**src/rtl/ob_pkg.sv**
```systemverilog
// ob_pkg -- shared order-book types used by the table scheduler and its clients.
`default_nettype none

package ob_pkg;

  typedef logic [7:0]  uid_t;
  typedef logic [15:0] price_t;
  typedef logic [15:0] quantity_t;
  typedef logic [23:0] accum_quantity_t;

  typedef struct packed {
    uid_t      uid;
    price_t    price;
    quantity_t qty;
  } table_t;

endpackage

`default_nettype wire

```
**src/rtl/ob_tbl_sched_if.sv**
```systemverilog
// ob_tbl_sched_if -- request/response channels between order-book clients and the table scheduler.
`default_nettype none

interface ob_tbl_sched_if;

  logic                     ins_vld;
  ob_pkg::table_t           ins_tbl;
  logic                     ins_rdy;

  logic                     cxl_vld;
  ob_pkg::uid_t             cxl_uid;
  logic                     cxl_rdy;

  logic                     qry_vld;
  logic                     qry_rdy;

  logic                     cxl_rsp_vld;
  logic                     cxl_rsp_hit;
  ob_pkg::table_t           cxl_rsp_tbl;

  logic                     qry_rsp_vld;
  ob_pkg::accum_quantity_t  qry_rsp_qty;

  modport master (
    output ins_vld, ins_tbl, cxl_vld, cxl_uid, qry_vld,
    input  ins_rdy, cxl_rdy, qry_rdy,
    input  cxl_rsp_vld, cxl_rsp_hit, cxl_rsp_tbl, qry_rsp_vld, qry_rsp_qty
  );

  modport slave (
    input  ins_vld, ins_tbl, cxl_vld, cxl_uid, qry_vld,
    output ins_rdy, cxl_rdy, qry_rdy,
    output cxl_rsp_vld, cxl_rsp_hit, cxl_rsp_tbl, qry_rsp_vld, qry_rsp_qty
  );

endinterface

`default_nettype wire

```
**src/rtl/ob_tbl_sched.sv**
```systemverilog
// ob_tbl_sched -- arbitrates insert/cancel/quantity-query commands onto the order table,
// one per cycle, with starvation promotion for queries and registered responses.
`default_nettype none

module ob_tbl_sched #(
  parameter int STARVE_LIM = 8
) (
  input  wire logic                     clk,
  input  wire logic                     rst,
  ob_tbl_sched_if.slave                 req,
  input  wire logic                     head_busy,
  output logic                          tbl_insert,
  output ob_pkg::table_t                tbl_insert_tbl,
  output logic                          tbl_cancel,
  output ob_pkg::uid_t                  tbl_cancel_uid,
  input  wire logic                     tbl_cancel_hit_w,
  input  ob_pkg::table_t                tbl_cancel_hit_tbl_w,
  input  wire logic                     tbl_full_w,
  output logic                          tbl_qry_vld,
  input  wire logic                     tbl_qry_rsp_vld_r,
  input  ob_pkg::accum_quantity_t       tbl_qry_rsp_qty_r
);

  localparam logic [0:0] S_IDLE  = 1'b0;
  localparam logic [0:0] S_QWAIT = 1'b1;
  localparam logic [3:0] LIM     = 4'(STARVE_LIM);

  logic [0:0]               state_q, state_d;
  logic                     full_q;
  logic [3:0]               starve_q, starve_d;
  logic                     cxl_rsp_vld_q, cxl_rsp_hit_q;
  ob_pkg::table_t           cxl_rsp_tbl_q;
  logic                     qry_rsp_vld_q, qry_rsp_vld_d;
  ob_pkg::accum_quantity_t  qry_rsp_qty_q;

  logic open, starve, cxl_gnt, ins_gnt, qry_gnt;

  // Reset gates the grants so no requester sees ready while rst is held.
  always_comb begin
    open    = (state_q == S_IDLE) && !head_busy && !rst;
    starve  = (starve_q >= LIM) && req.qry_vld;
    cxl_gnt = open && req.cxl_vld && !starve;
    ins_gnt = open && req.ins_vld && !full_q && !req.cxl_vld && !starve;
    qry_gnt = open && req.qry_vld &&
              (starve || (!req.cxl_vld && !(req.ins_vld && !full_q)));
  end

  always_comb begin
    starve_d = starve_q;
    if (!req.qry_vld || qry_gnt) begin
      starve_d = 4'd0;
    end else if ((cxl_gnt || ins_gnt) && (starve_q != 4'hF)) begin
      starve_d = starve_q + 4'd1;
    end
  end

  // A table result seen outside QWAIT is stale and must not produce a response.
  always_comb begin
    state_d       = state_q;
    qry_rsp_vld_d = 1'b0;
    case (state_q)
      S_IDLE: begin
        if (qry_gnt) state_d = S_QWAIT;
      end
      S_QWAIT: begin
        if (tbl_qry_rsp_vld_r) begin
          state_d       = S_IDLE;
          qry_rsp_vld_d = 1'b1;
        end
      end
      default: state_d = S_IDLE;
    endcase
  end

  always_ff @(posedge clk or posedge rst) begin
    if (rst) begin
      state_q       <= S_IDLE;
      full_q        <= 1'b0;
      starve_q      <= 4'd0;
      cxl_rsp_vld_q <= 1'b0;
      cxl_rsp_hit_q <= 1'b0;
      cxl_rsp_tbl_q <= '0;
      qry_rsp_vld_q <= 1'b0;
      qry_rsp_qty_q <= '0;
    end else begin
      state_q       <= state_d;
      full_q        <= tbl_full_w;
      starve_q      <= starve_d;
      cxl_rsp_vld_q <= cxl_gnt;
      if (cxl_gnt) begin
        cxl_rsp_hit_q <= tbl_cancel_hit_w;
        cxl_rsp_tbl_q <= tbl_cancel_hit_w ? tbl_cancel_hit_tbl_w : '0;
      end
      qry_rsp_vld_q <= qry_rsp_vld_d;
      if (qry_rsp_vld_d) qry_rsp_qty_q <= tbl_qry_rsp_qty_r;
    end
  end

  assign req.cxl_rdy     = cxl_gnt;
  assign req.ins_rdy     = ins_gnt;
  assign req.qry_rdy     = qry_gnt;
  assign req.cxl_rsp_vld = cxl_rsp_vld_q;
  assign req.cxl_rsp_hit = cxl_rsp_hit_q;
  assign req.cxl_rsp_tbl = cxl_rsp_tbl_q;
  assign req.qry_rsp_vld = qry_rsp_vld_q;
  assign req.qry_rsp_qty = qry_rsp_qty_q;

  assign tbl_insert      = ins_gnt;
  assign tbl_insert_tbl  = req.ins_tbl;
  assign tbl_cancel      = cxl_gnt;
  assign tbl_cancel_uid  = req.cxl_uid;
  assign tbl_qry_vld     = qry_gnt;

endmodule

`default_nettype wire

```
**src/flat_wrapper.sv**
```systemverilog
// flat-port wrapper written by rule: the top's interface ports become plain ports
module ob_tbl_sched_flat 
#(
  parameter int STARVE_LIM = 8
)
  (clk, rst, head_busy, tbl_insert, tbl_insert_tbl, tbl_cancel, tbl_cancel_uid, tbl_cancel_hit_w, tbl_cancel_hit_tbl_w, tbl_full_w, tbl_qry_vld, tbl_qry_rsp_vld_r, tbl_qry_rsp_qty_r, req_ins_vld, req_ins_tbl, req_cxl_vld, req_cxl_uid, req_qry_vld, req_ins_rdy, req_cxl_rdy, req_qry_rdy, req_cxl_rsp_vld, req_cxl_rsp_hit, req_cxl_rsp_tbl, req_qry_rsp_vld, req_qry_rsp_qty);
  ob_tbl_sched_if req_i ();
  input  wire logic clk;
  input  wire logic rst;
  input  wire logic head_busy;
  output logic tbl_insert;
  output ob_pkg::table_t tbl_insert_tbl;
  output logic tbl_cancel;
  output ob_pkg::uid_t tbl_cancel_uid;
  input  wire logic tbl_cancel_hit_w;
  input  ob_pkg::table_t tbl_cancel_hit_tbl_w;
  input  wire logic tbl_full_w;
  output logic tbl_qry_vld;
  input  wire logic tbl_qry_rsp_vld_r;
  input  ob_pkg::accum_quantity_t tbl_qry_rsp_qty_r;
  input wire logic [$bits(req_i.ins_vld)-1:0] req_ins_vld;
  input wire logic [$bits(req_i.ins_tbl)-1:0] req_ins_tbl;
  input wire logic [$bits(req_i.cxl_vld)-1:0] req_cxl_vld;
  input wire logic [$bits(req_i.cxl_uid)-1:0] req_cxl_uid;
  input wire logic [$bits(req_i.qry_vld)-1:0] req_qry_vld;
  output wire logic [$bits(req_i.ins_rdy)-1:0] req_ins_rdy;
  output wire logic [$bits(req_i.cxl_rdy)-1:0] req_cxl_rdy;
  output wire logic [$bits(req_i.qry_rdy)-1:0] req_qry_rdy;
  output wire logic [$bits(req_i.cxl_rsp_vld)-1:0] req_cxl_rsp_vld;
  output wire logic [$bits(req_i.cxl_rsp_hit)-1:0] req_cxl_rsp_hit;
  output wire logic [$bits(req_i.cxl_rsp_tbl)-1:0] req_cxl_rsp_tbl;
  output wire logic [$bits(req_i.qry_rsp_vld)-1:0] req_qry_rsp_vld;
  output wire logic [$bits(req_i.qry_rsp_qty)-1:0] req_qry_rsp_qty;
  assign req_i.ins_vld = req_ins_vld;
  assign req_i.ins_tbl = req_ins_tbl;
  assign req_i.cxl_vld = req_cxl_vld;
  assign req_i.cxl_uid = req_cxl_uid;
  assign req_i.qry_vld = req_qry_vld;
  assign req_ins_rdy = req_i.ins_rdy;
  assign req_cxl_rdy = req_i.cxl_rdy;
  assign req_qry_rdy = req_i.qry_rdy;
  assign req_cxl_rsp_vld = req_i.cxl_rsp_vld;
  assign req_cxl_rsp_hit = req_i.cxl_rsp_hit;
  assign req_cxl_rsp_tbl = req_i.cxl_rsp_tbl;
  assign req_qry_rsp_vld = req_i.qry_rsp_vld;
  assign req_qry_rsp_qty = req_i.qry_rsp_qty;
  ob_tbl_sched #(.STARVE_LIM(STARVE_LIM)) u_core (.clk(clk), .rst(rst), .req(req_i), .head_busy(head_busy), .tbl_insert(tbl_insert), .tbl_insert_tbl(tbl_insert_tbl), .tbl_cancel(tbl_cancel), .tbl_cancel_uid(tbl_cancel_uid), .tbl_cancel_hit_w(tbl_cancel_hit_w), .tbl_cancel_hit_tbl_w(tbl_cancel_hit_tbl_w), .tbl_full_w(tbl_full_w), .tbl_qry_vld(tbl_qry_vld), .tbl_qry_rsp_vld_r(tbl_qry_rsp_vld_r), .tbl_qry_rsp_qty_r(tbl_qry_rsp_qty_r));
endmodule
```
**config.mk**
```make
export PLATFORM = sky130hd
export DESIGN_NAME = ob_tbl_sched_flat
export DESIGN_NICKNAME = d
export VERILOG_FILES = /design/src/rtl/ob_pkg.sv /design/src/rtl/ob_tbl_sched_if.sv /design/src/rtl/ob_tbl_sched.sv /design/src/flat_wrapper.sv
export SDC_FILE = /design/constraint.sdc
export NUM_CORES = 1
export LEC_CHECK = 0
export CAP_MARGIN = 5
export CORE_AREA = 2 2 95 97
export DETAILED_ROUTE_END_ITERATION = 10
export DIE_AREA = 0 0 97 99
export DONT_BUFFER_PORTS = 1
export PLACE_DENSITY = 0.56
export SYNTH_ARGS = -nofsm -noshare
export SYNTH_HDL_FRONTEND = slang
export SYNTH_SLANG_ARGS = --single-unit
```
**constraint.sdc**
```tcl
create_clock -name clk -period 6.2 [get_ports clk]
set_input_delay 1.24 -clock clk [delete_from_list [all_inputs] [get_ports clk]]
set_output_delay 1.24 -clock clk [all_outputs]
set_load 0.02 [all_outputs]
```
Word-level counts from Yosys, hierarchy flattened
Index checks and enable logic that the tools add are counted.
- register bits: 73
- logic and storage cells: 47
- input port bits: 121
- $lt $le $gt $ge: 1
- reductions and logical operators: 25
- equal/unequal tests: 1
- add/subtract/negate cells: 1
- bitwise operators: 1
- muxes and demuxes: 8
- operators with widths (cell ; count):
    two-way mux 40 bit ; 1
    logical AND 1 bit ; 14
    two-way mux 4 bit ; 2
    zero test 1 bit ; 7
    adder 4 x 1 -> 4 bit, second input constant ; 1
    greater-or-equal comparator 4 bit, second input constant ; 1
    two-way mux 1 bit ; 4
    != test 4 bit, second input constant ; 1
    logical OR 1 bit ; 3
    case mux 1 bit (2 select lines) ; 1
    nonzero test 2 bit ; 1
    inverter 1 bit ; 1

Depth between registers and ports, before layout
Gate-level depths: netlist of the first run.
- depth after elaboration: 11
- depth in mapped cells: 5
- gate-level depth less buffers: 5

Worst setup path before layout of the first run
OpenSTA, ideal clock, no wires.
- path kind: in2out
- from: in head_busy
- to: out tbl_cancel
- buffers on the path: 2
- path slack: 2756 ps
- stages on the path: 5
- data arrival time: 2204 ps
- path through: nor3_4 nand3_4 buf_2 inv_1 buf_4
- longest elaborated chain between the ends: 5
- RTL lines (element ; RTL line ; text):
    from (decl) ; flat_wrapper.sv:10 ; input wire logic head_busy;
    zero test 1 bit ; ob_tbl_sched.sv:40 ; open = (state_q == S_IDLE) && !head_busy && !rst;
    logical AND 1 bit (2 in series) ; ob_tbl_sched.sv:40 ;
    logical AND 1 bit (2 in series) ; ob_tbl_sched.sv:42 ; cxl_gnt = open && req.cxl_vld && !starve;
    to (decl) ; flat_wrapper.sv:13 ; output logic tbl_cancel;
Every way passes these cells.

Final worst setup path of the first run
- from: in req_ins_vld
- to: out req_qry_rdy
- longest elaborated chain between the ends: 5
- RTL lines (element ; RTL line ; text):
    from (decl) ; flat_wrapper.sv:21 ; input wire logic [$bits(req_i.ins_vld)-1:0] req_ins_vld;
    logical AND 1 bit ; ob_tbl_sched.sv:45 ; (starve || (!req.cxl_vld && !(req.ins_vld && !full_q)));
    zero test 1 bit ; ob_tbl_sched.sv:45 ;
    logical AND 1 bit ; ob_tbl_sched.sv:45 ;
    logical OR 1 bit ; ob_tbl_sched.sv:45 ;
    logical AND 1 bit ; ob_tbl_sched.sv:44 ; qry_gnt = open && req.qry_vld &&
    to (decl) ; flat_wrapper.sv:28 ; output wire logic [$bits(req_i.qry_rdy)-1:0] req_qry_rdy;
Every way passes these cells.

==> results.md, run 1 <==
* Fmax at 293.3 MHz
* Relative slew slack at 0.3637
* Busiest layer in global routing: met2
* Yosys cell types at 26
* Cts hold-fix bufs at 0
* Clk pwr share at 0.300
* RSZ-0062 raised after global routing: no
* WL final at 6062 µm
* Area share of the largest cell type after synthesis at 0.5547
* I/O Pins at 242
* Finished Cell Area at 3188 µm²
* Synthesized Nets at 443
* Final clock skew at 0.01058 ns
* Global route total overflow at 0
* Synth top cells by count: 86 x nand2_1, 73 x dfrtp_1, 51 x buf_4
* Count leader, synth: nand2_1
* Largest stage delay, worst path at 0.49 ns
* Max-cap violations at 0
* EDFF count, synth at 0
* Diode count at 0
* CP Data Arrival Time at 2.17 ns
* TritonCTS clock tree: done
* Ys flop type: dfrtp_1
* Crit path max-delay family: simple AND/OR/NAND/NOR gates
* Antenna violations before repair at 0
* Min cycle time layout at 3.409 ns
* Area of the multi-input gates at 996.0 µm²
* Pre-antenna DRT Iters at 4
* Root Buffer: clkbuf_8
* Logic pwr share at 0.091
* Drt initial violations at 21
* WP data required at 4.96 ns
* Hold/Removal Path Class: flip-flop to flip-flop
* Avg Cell Area, Syn at 10.29 µm²
* Cts repair resizes at 0
* Met1 Usage GRT at 0.1421
* Clk buf depth at 2
* FP Rows at 34
* Die width at 97 µm
* Switching Power at 402.5 µW
* Seq/Total Area, Yosys at 0.5547
* Buf/Inv on CP at 0
* YS warnings at 0
* Fraction of layout cells with a size suffix above 1 at 0.1654
* Post-Synthesis Cells at 320
* FFs w/ async S/R, synth at 1.000
* CP endpoint kind: output port
* Port Buf Inserts at 0
* Crit-path cells: nor2b_1 > o21ai_0 > and3_1
* Worst-Skew Late Latency at 0.34 ns
* Fin. max-slew vios at 0
* TritonCTS buffer count at 9
* Via density at 5.003
* Period utilization at 0.5499
* Worst-path maximum fanout at 4
* Post-DP Area at 2995 µm²
* Layout area overhead at -3.191%
* Total GRT Usage at 0.1290
* Largest net degree at the start of global routing at 82
* #FFs+latches synth at 73
* Internal power at 808.5 µW
* Sequential power share at 0.608
* Vias in the first global route at 2000
* Switch share at 0.3324
* Post-Syn Area at 3293 µm²
* Worst VDD drop at 0.0001393 V
* Status: finished clean
* Synth area leader: dfrtp_1
* PwrDens at 379.8 nW/µm²
* Flip-flop and latch area at 1827 µm²
* Final Power at 1.211 mW
* Synth area leaders: dfrtp_1 55%, buf_4 12%, nand2_1 9.8%, mux2_2 8.2%, o21ai_1 6.1%
* H-Tree Depth at 3
* Setup crit start kind: input port
* Critical path class: input port to output port
* Setup bufs post-CTS at 0
* First-pass GRT wire length at 9694 µm
* Initial Util at 0.3851
* Fin nets at 391
* DRT antenna net count at 0
* Grt met2 use at 0.1998
* Clk slew on worst S/H paths at 0.07 ns
* Setup-failing EPs final at 0
* Wire per inst at 15.95 µm
* DRC at 0
* Filler instances at 830
* Die area at 9603 µm²
* P_leak at 1.468 nW
* Final Hold Violating Endpoints at 0
* Slowest CP cell: and3_1
* GP Congestion at 0.8295
* CTS sink cnt at 73
* Dpl hpwl at 4261 µm
* Vias at 1901
* Worst slew pin tran at 0.9522 ns
* Die Y at 99 µm
* Met3 Usage GRT at 0.07872
* Core Region at 8551 µm²
* Setup TNS Final at 0 ns
## routing by layer
metal / up-vias / wire (µm)
li1: 879 / -
met1: 855 / 2328
met3: 22 / 785
met4: 0 / 140
met2: 145 / 2807
met5: - / 0
## final timing paths
path                                    start                endpoint  slack (ns)  depth (start not counted)
max                               req_ins_vld             req_qry_rdy        2.79                          3
min                        u_core.starve_q[0]      u_core.starve_q[0]        0.57                          2
max reg2reg                    u_core.state_q  u_core.req.cxl_rsp_hit        4.36                          4
min reg2reg                u_core.starve_q[0]      u_core.starve_q[0]        0.57                          2
max in group asynchronous                 rst      u_core.starve_q[1]        4.54                          2
min in group asynchronous                 rst          u_core.state_q        1.04                          2
## worst reg2reg max path: cells and delay by family, from the launching register on
| kind | cells | cell delay (ns) |
|---|---|---|
| buffers and inverters | 1 | 0.34 |
| DFF | 1 | 0.44 |
| muxes | 1 | 0.44 |
| and+or+nand+nor | 2 | 0.51 |
## power groups by stage
stage	registers [mW]	logic (mW)	clock network, mW
finish	0.737	0.110	0.364
global route	0.746	0.131	0.402
CTS	0.739	0.115	0.382
detailed placement	0.747	0.116	0
global placement	0.746	0.110	0
floorplan	0.729	0.147	0
## layout by cell type, fill, tap and decap left out, drive strengths merged
| cell | instances |
|---|---|
| and3b | 1 |
| nor3 | 2 |
| nand2 | 86 |
| nor3b | 1 |
| nand3 | 4 |
| bufinv | 1 |
| a21oi | 1 |
| and3 | 2 |
| ha | 2 |
| buf | 2 |
| dfrtp | 73 |
| nor2b | 1 |
| inv | 7 |
| mux2 | 25 |
| and4b | 1 |
| or3 | 1 |
| o21ba | 1 |
| o21ai | 44 |
| a21o | 1 |
| nor2 | 1 |
| clkinvlp | 4 |
| a21boi | 2 |
| clkbuf | 9 |
## layout make-up
class / count / share of cell area
Timing Repair Buffer: 2 / 0.004710
Tap cell: 108 / 0.04239
Clock inverter: 6 / 0.02159
Sequential cell: 73 / 0.5730
Multi-Input combinational cell: 176 / 0.3124
Inverter: 6 / 0.007064
Clock buffer: 9 / 0.03885
## per-stage QoR
step | worst slack, ns | utilization | hold WS, ns | instances
after floorplan | 2.756 | - | 0.5421 | 320
after detailed placement | 2.789 | 0.3503 | 0.5635 | 365
after CTS | 2.793 | 0.3728 | 0.5744 | 380
final | 2.791 | 0.3728 | 0.5684 | 380
after global routing | 2.736 | 0.3728 | 0.6172 | 380
after global placement | 2.820 | 0.3503 | 0.5693 | 365
## cell families (layout without fill, tap and decap cells)
logic type,Yosys count,count (layout),share of synthesized area
buffers and inverters,71,23,0.1429
DFF,73,73,0.5547
muxes,25,25,0.08549
adders and majority gates,2,2,0.007598
and+or+nand+nor,100,100,0.1311
AOI/OAI and AO/OA,49,49,0.07827
## state kept, by name (all words and copies together), names as in the netlist
signal	flops
u_core.full_q	1
u_core.req.cxl_rsp_hit	1
u_core.req.cxl_rsp_tbl	40
u_core.req.cxl_rsp_vld	1
u_core.req.qry_rsp_qty	24
u_core.req.qry_rsp_vld	1
u_core.starve_q	4
u_core.state_q	1
Note: power is estimated with default switching activity, not from simulation.
==> run 2: changes to the inputs <==
Settings changed: PLACE_DENSITY 0.56 to 0.58.
Clock period 6.2 ns to 2.8 ns, I/O delays scaled along.
==> results.md, run 2 (same netlist as run 1, synthesis figures left out) <==
* Switching Power at 900.2 µW (was 402.5 µW)
* DRT antenna net count at 0 (unchanged)
* Die area at 9603 µm² (unchanged)
* Hold/Removal Path Class: input port to async pin (was flip-flop to flip-flop)
* CP Data Arrival Time at 1.65 ns (was 2.17 ns)
* R2R Path Start: u_core.state_q (unchanged)
* Global route total overflow at 0 (unchanged)
* Largest stage delay, worst path at 0.51 ns (was 0.49 ns)
* Final Power at 2.882 mW (was 1.211 mW)
* Slowest CP cell: and4b_1 (was and3_1)
* Status: finished clean (unchanged)
* Diode count at 0 (unchanged)
* Non-filler cells, final at 384 (was 380)
* Flip-flop and latch area at 1827 µm² (unchanged)
* H-Tree Depth at 3 (unchanged)
* GP Congestion at 0.7800 (was 0.8295)
* Port Buf Inserts at 0 (unchanged)
* Buf/Inv on CP at 0 (unchanged)
* Fin nets at 394 (was 391)
* Max-cap violations at 0 (unchanged)
* TritonCTS clock tree: done (unchanged)
* Worst-path maximum fanout at 8 (was 4)
* Die Y at 99 µm (unchanged)
* Final clock skew at 0.008685 ns (was 0.01058 ns)
* Initial Util at 0.3851 (unchanged)
* CTS sink cnt at 73 (unchanged)
* Filler instances at 842 (was 830)
* Internal power at 1.982 mW (was 808.5 µW)
* WP data required at 2.24 ns (was 4.96 ns)
* Layout area overhead at -0.5699% (was -3.191%)
* Logic pwr share at 0.087 (was 0.091)
* Wire per inst at 17.08 µm (was 15.95 µm)
* Dpl hpwl at 4778 µm (was 4261 µm)
* Final Hold Violating Endpoints at 0 (unchanged)
* Clk slew on worst S/H paths at 0.08 ns (was 0.07 ns)
* Die width at 97 µm (unchanged)
* Total GRT Usage at 0.1393 (was 0.1290)
* Via density at 4.940 (was 5.003)
* Core Region at 8551 µm² (unchanged)
* Root Buffer: clkbuf_8 (unchanged)
* Crit path max-delay family: simple AND/OR/NAND/NOR gates (unchanged)
* Grt met2 use at 0.2260 (was 0.1998)
* Fin. max-slew vios at 0 (unchanged)
* Cts hold-fix bufs at 0 (unchanged)
* Vias in the first global route at 1934 (was 2000)
* First-pass GRT wire length at 10220 µm (was 9694 µm)
* Setup-failing EPs final at 0 (unchanged)
* Crit-path cells: nor3_4 > and4b_1 (was nor2b_1 > o21ai_0 > and3_1)
* Largest register FFs at 40 (unchanged)
* Most frequent cells in the layout: 86 x nand2_1, 73 x dfrtp_1, 40 x o21ai_1 (unchanged)
* Reg2Reg Setup Slack at 1.10 ns (was 4.36 ns)
* Setup crit start kind: flip-flop (was input port)
* Commonest non-fill, non-tap cell in the layout: nand2_1 (unchanged)
* I/O Pins at 242 (unchanged)
* Min cycle time layout at 2.212 ns
* Drt initial violations at 65 (was 21)
* Relative slew slack at 0.6579 (was 0.3637)
* WL final at 6557 µm (was 6062 µm)
* Cts repair resizes at 0 (unchanged)
* Busiest layer in global routing: met2 (unchanged)
* P_leak at 1.519 nW (was 1.468 nW)
* Fmax at 452.1 MHz
* Vias at 1897 (was 1901)
* Met1 Usage GRT at 0.1489 (was 0.1421)
* RSZ-0062 raised after global routing: no (unchanged)
* FP Rows at 34 (unchanged)
* PwrDens at 880.1 nW/µm² (was 379.8 nW/µm²)
* Setup TNS Final at 0 ns (unchanged)
* Clk pwr share at 0.345 (was 0.300)
* Area of the multi-input gates at 996.0 µm² (unchanged)
* Capturing point of the worst reg2reg path: u_core.req.cxl_rsp_hit (unchanged)
* Period utilization at 0.7899
* Sequential power share at 0.568 (was 0.608)
* Worst R2R Path Depth at 4 (unchanged)
* Clk buf depth at 2 (unchanged)
* Switch share at 0.3124 (was 0.3324)
* TritonCTS buffer count at 9 (unchanged)
* Largest net degree at the start of global routing at 47 (was 82)
* Antenna violations before repair at 0 (unchanged)
* Critical path class: flip-flop to output port (was input port to output port)
* Met3 Usage GRT at 0.05957 (was 0.07872)
* Fraction of layout cells with a size suffix above 1 at 0.1739 (was 0.1654)
* Worst VDD drop at 0.0002033 V (was 0.0001393 V)
* Setup bufs post-CTS at 0 (unchanged)
* Worst-Skew Late Latency at 0.34 ns (about the same)
* Dpl cells at 368 (was 365)
* Pre-antenna DRT Iters at 5 (was 4)
* Worst slew pin tran at 0.5126 ns (was 0.9522 ns)
* DRC at 0 (unchanged)
* CP endpoint kind: output port (unchanged)
[run 2: how the worst max path moves through the flow]
stage / from / to / slack, ns / cells past startpoint
2_1_floorplan: rst / u_core.full_q / 0.39 / 1
4_1_cts: u_core.state_q / req_ins_rdy / 0.56 / 2
5_1_grt: u_core.state_q / req_ins_rdy / 0.49 / 2
6_report: u_core.state_q / req_ins_rdy / 0.59 / 2
3_3_place_gp: req_ins_vld / tbl_qry_vld / 0.77 / 3
3_5_place_dp: req_ins_vld / req_qry_rdy / 0.75 / 3
[run 2: stage by stage]
step                      utilization  hold WS [ns]  cell area, µm²  setup WS [ns]
after CTS                      0.3829        0.1081            3274         0.5553
after detailed placement       0.3546        0.5006            3032         0.7514
after floorplan                     -        0.5421            3293         0.3867
after global routing           0.3829        0.1265            3274         0.4862
after global placement         0.3546        0.4923            3032         0.7720
final                          0.3829        0.1123            3274         0.5883
[run 2: cell type report]
cell class	count	area share
Clock buffer	10	0.03898
Clock inverter	6	0.03515
Inverter	6	0.007260
Multi-Input combinational cell	176	0.3042
Sequential cell	73	0.5579
Tap cell	108	0.04127
Timing Repair Buffer	5	0.01528
[run 2: power by group through the flow]
| stage | sequential, mW | combinational (mW) | clock [mW] |
|---|---|---|---|
| 6_report | 1.64 | 0.249 | 0.995 |
| 2_1_floorplan | 1.61 | 0.326 | 0 |
| 3_5_place_dp | 1.66 | 0.259 | 0 |
| 4_1_cts | 1.64 | 0.257 | 1.04 |
| 3_3_place_gp | 1.66 | 0.245 | 0 |
| 5_1_grt | 1.66 | 0.294 | 1.08 |
[run 2: metal layers]
layer  up-vias  share of wire  routed length (µm)
met4         0          0.030                 199
met5         -              0                   0
li1        886              -                   -
met3        30           0.11                 704
met2       119           0.50                3248
met1       862           0.37                2404
==> run 3: changes to the inputs <==
Settings changed: PLACE_DENSITY 0.58 to 0.56.
Clock period 2.8 ns to 2.15 ns, I/O delays scaled along.
==> results.md, run 3 (same netlist as run 1, synthesis figures left out) <==
* Fraction of layout cells with a size suffix above 1 at 0.1818 (was 0.1739)
* Setup-failing EPs final at 0 (unchanged)
* Most frequent cells in the layout: 86 x nand2_1, 73 x dfrtp_1, 40 x o21ai_1 (unchanged)
* Setup WS post-layout at 0.1387 ns (was 0.5883 ns)
* TritonCTS clock tree: done (unchanged)
* Worst-Skew Late Latency at 0.33 ns (was 0.34 ns)
* Clk slew on worst S/H paths at 0.08 ns (about the same)
* Post-DP Area at 3034 µm² (was 3032 µm²)
* Cts hold-fix bufs at 0 (unchanged)
* Post-Place Setup Slack at 0.3751 ns (was 0.7514 ns)
* Dpl hpwl at 4541 µm (was 4778 µm)
* Finished Cell Area at 3244 µm² (was 3274 µm²)
* Critical path origin: u_core.state_q (unchanged)
* Worst slew pin tran at 0.3931 ns (was 0.5126 ns)
* PwrDens at 1106 nW/µm² (was 880.1 nW/µm²)
* Total GRT Usage at 0.1338 (was 0.1393)
* DRT met1 WL at 2466 µm (was 2404 µm)
* Status: finished clean (unchanged)
* Fin util at 0.3794 (was 0.3829)
* Crit-path cells: nor3_4 > and4b_2 (was nor3_4 > and4b_1)
* Hold/Removal Path Class: input port to async pin (unchanged)
* Vias in the first global route at 1969 (was 1934)
* Critical path class: flip-flop to output port (unchanged)
* Diode count at 0 (unchanged)
* P_leak at 1.506 nW (was 1.519 nW)
* First-pass GRT wire length at 10010 µm (was 10220 µm)
* DRC at 0 (unchanged)
* Routed length on met3 at 873 µm (was 704 µm)
* Largest net degree at the start of global routing at 74 (was 47)
* Root Buffer: clkbuf_8 (unchanged)
* Period utilization at 0.9355
* Worst VDD drop at 0.0003188 V (was 0.0002033 V)
* Largest register FFs at 40 (unchanged)
* Pre-antenna DRT Iters at 4 (was 5)
* Fin. max-slew vios at 0 (unchanged)
* Die Y at 99 µm (unchanged)
* WL final at 6356 µm (was 6557 µm)
* CP Data Arrival Time at 1.58 ns (was 1.65 ns)
* Largest stage delay, worst path at 0.44 ns (was 0.51 ns)
* CP endpoint kind: output port (unchanged)
* Via density at 5.021 (was 4.940)
* Die area at 9603 µm² (unchanged)
* I/O Pins at 242 (unchanged)
* Setup TNS Final at 0 ns (unchanged)
* Highest routed metal layer: met4 (unchanged)
* Worst-path maximum fanout at 8 (unchanged)
* Wire per inst at 16.60 µm (was 17.08 µm)
* WP data required at 1.72 ns (was 2.24 ns)
* Core Region at 8551 µm² (unchanged)
* Vias at 1923 (was 1897)
* DRT antenna net count at 0 (unchanged)
* Hold slack at 0.06278 ns (was 0.1123 ns)
* Fin nets at 394 (unchanged)
* Initial Util at 0.3851 (unchanged)
* CTS sink cnt at 73 (unchanged)
* Slowest CP cell: and4b_2 (was and4b_1)
* FP Rows at 34 (unchanged)
* Layout area overhead at -1.482% (was -0.5699%)
* Routed length on met2 at 2854 µm (was 3248 µm)
* H-Tree Depth at 3 (unchanged)
* TritonCTS buffer count at 9 (unchanged)
* Relative slew slack at 0.7379 (was 0.6579)
* RSZ-0062 raised after global routing: no (unchanged)
* Setup crit start kind: flip-flop (unchanged)
* Final clock skew at 0.006562 ns (was 0.008685 ns)
* Final Hold Violating Endpoints at 0 (unchanged)
* Final Power at 3.587 mW (was 2.882 mW)
* Min cycle time layout at 2.011 ns
* Drt initial violations at 26 (was 65)
* Max-cap violations at 0 (unchanged)
* Port Buf Inserts at 0 (unchanged)
* Non-filler cells, final at 383 (was 384)
* R2R Path Start: u_core.state_q (unchanged)
* Global route total overflow at 0 (unchanged)
* Clk buf depth at 2 (unchanged)
* Antenna violations before repair at 0 (unchanged)
* Die width at 97 µm (unchanged)
* Dpl cells at 368 (unchanged)
* GP Congestion at 0.8314 (was 0.7800)
* Fmax at 497.2 MHz
* Commonest non-fill, non-tap cell in the layout: nand2_1 (unchanged)
==> run 3: worst paths after layout <==
check,cells after the start,to,slack [ns]
setup / recovery,2,tbl_insert,0.14
hold / removal,2,u_core.req.qry_rsp_qty[18],0.06
setup reg to reg,4,u_core.req.cxl_rsp_hit,0.49
hold reg to reg,2,u_core.starve_q[0],0.58
max in group asynchronous,2,u_core.req.cxl_rsp_tbl[14],1.78
min in group clk,0,u_core.full_q,0.12
==> run 3: per-layer routing <==
metal	vias to the layer above	track usage
met3	24	0.07518
met4	0	0.07151
met5	-	0
met1	878	0.1468
li1	885	-
met2	136	0.2073
==> run 3: final cells by class <==
type,instances,area [µm²]
Sequential cell,73,1827
Tap cell,108,135.1
Inverter,6,26.28
Clock inverter,6,83.83
Multi-Input combinational cell,176,998.5
Timing Repair Buffer,5,50.05
Fill cell,833,5306
Clock buffer,9,123.9
==> run 3: critical path: cells and delay by family, from the launching register on <==
family           cells  cell delay [ns]
and+or+nand+nor      2             0.81
DFF                  1             0.43
==> run 3: timing repair <==
action / in CTS / in global routing
setup buffers: 0 / 0
resized for setup: 0 / 2
setup endpoints to repair: 0 / 4
hold endpoints to repair: 0 / 0
==> run 3: report_power, final <==
part / internal [mW] / leakage (nW) / switching, mW
sequential: 1.63 / 0.936 / 0.502
clock: 0.643 / 0.109 / 0.487
combinational: 0.175 / 0.461 / 0.151
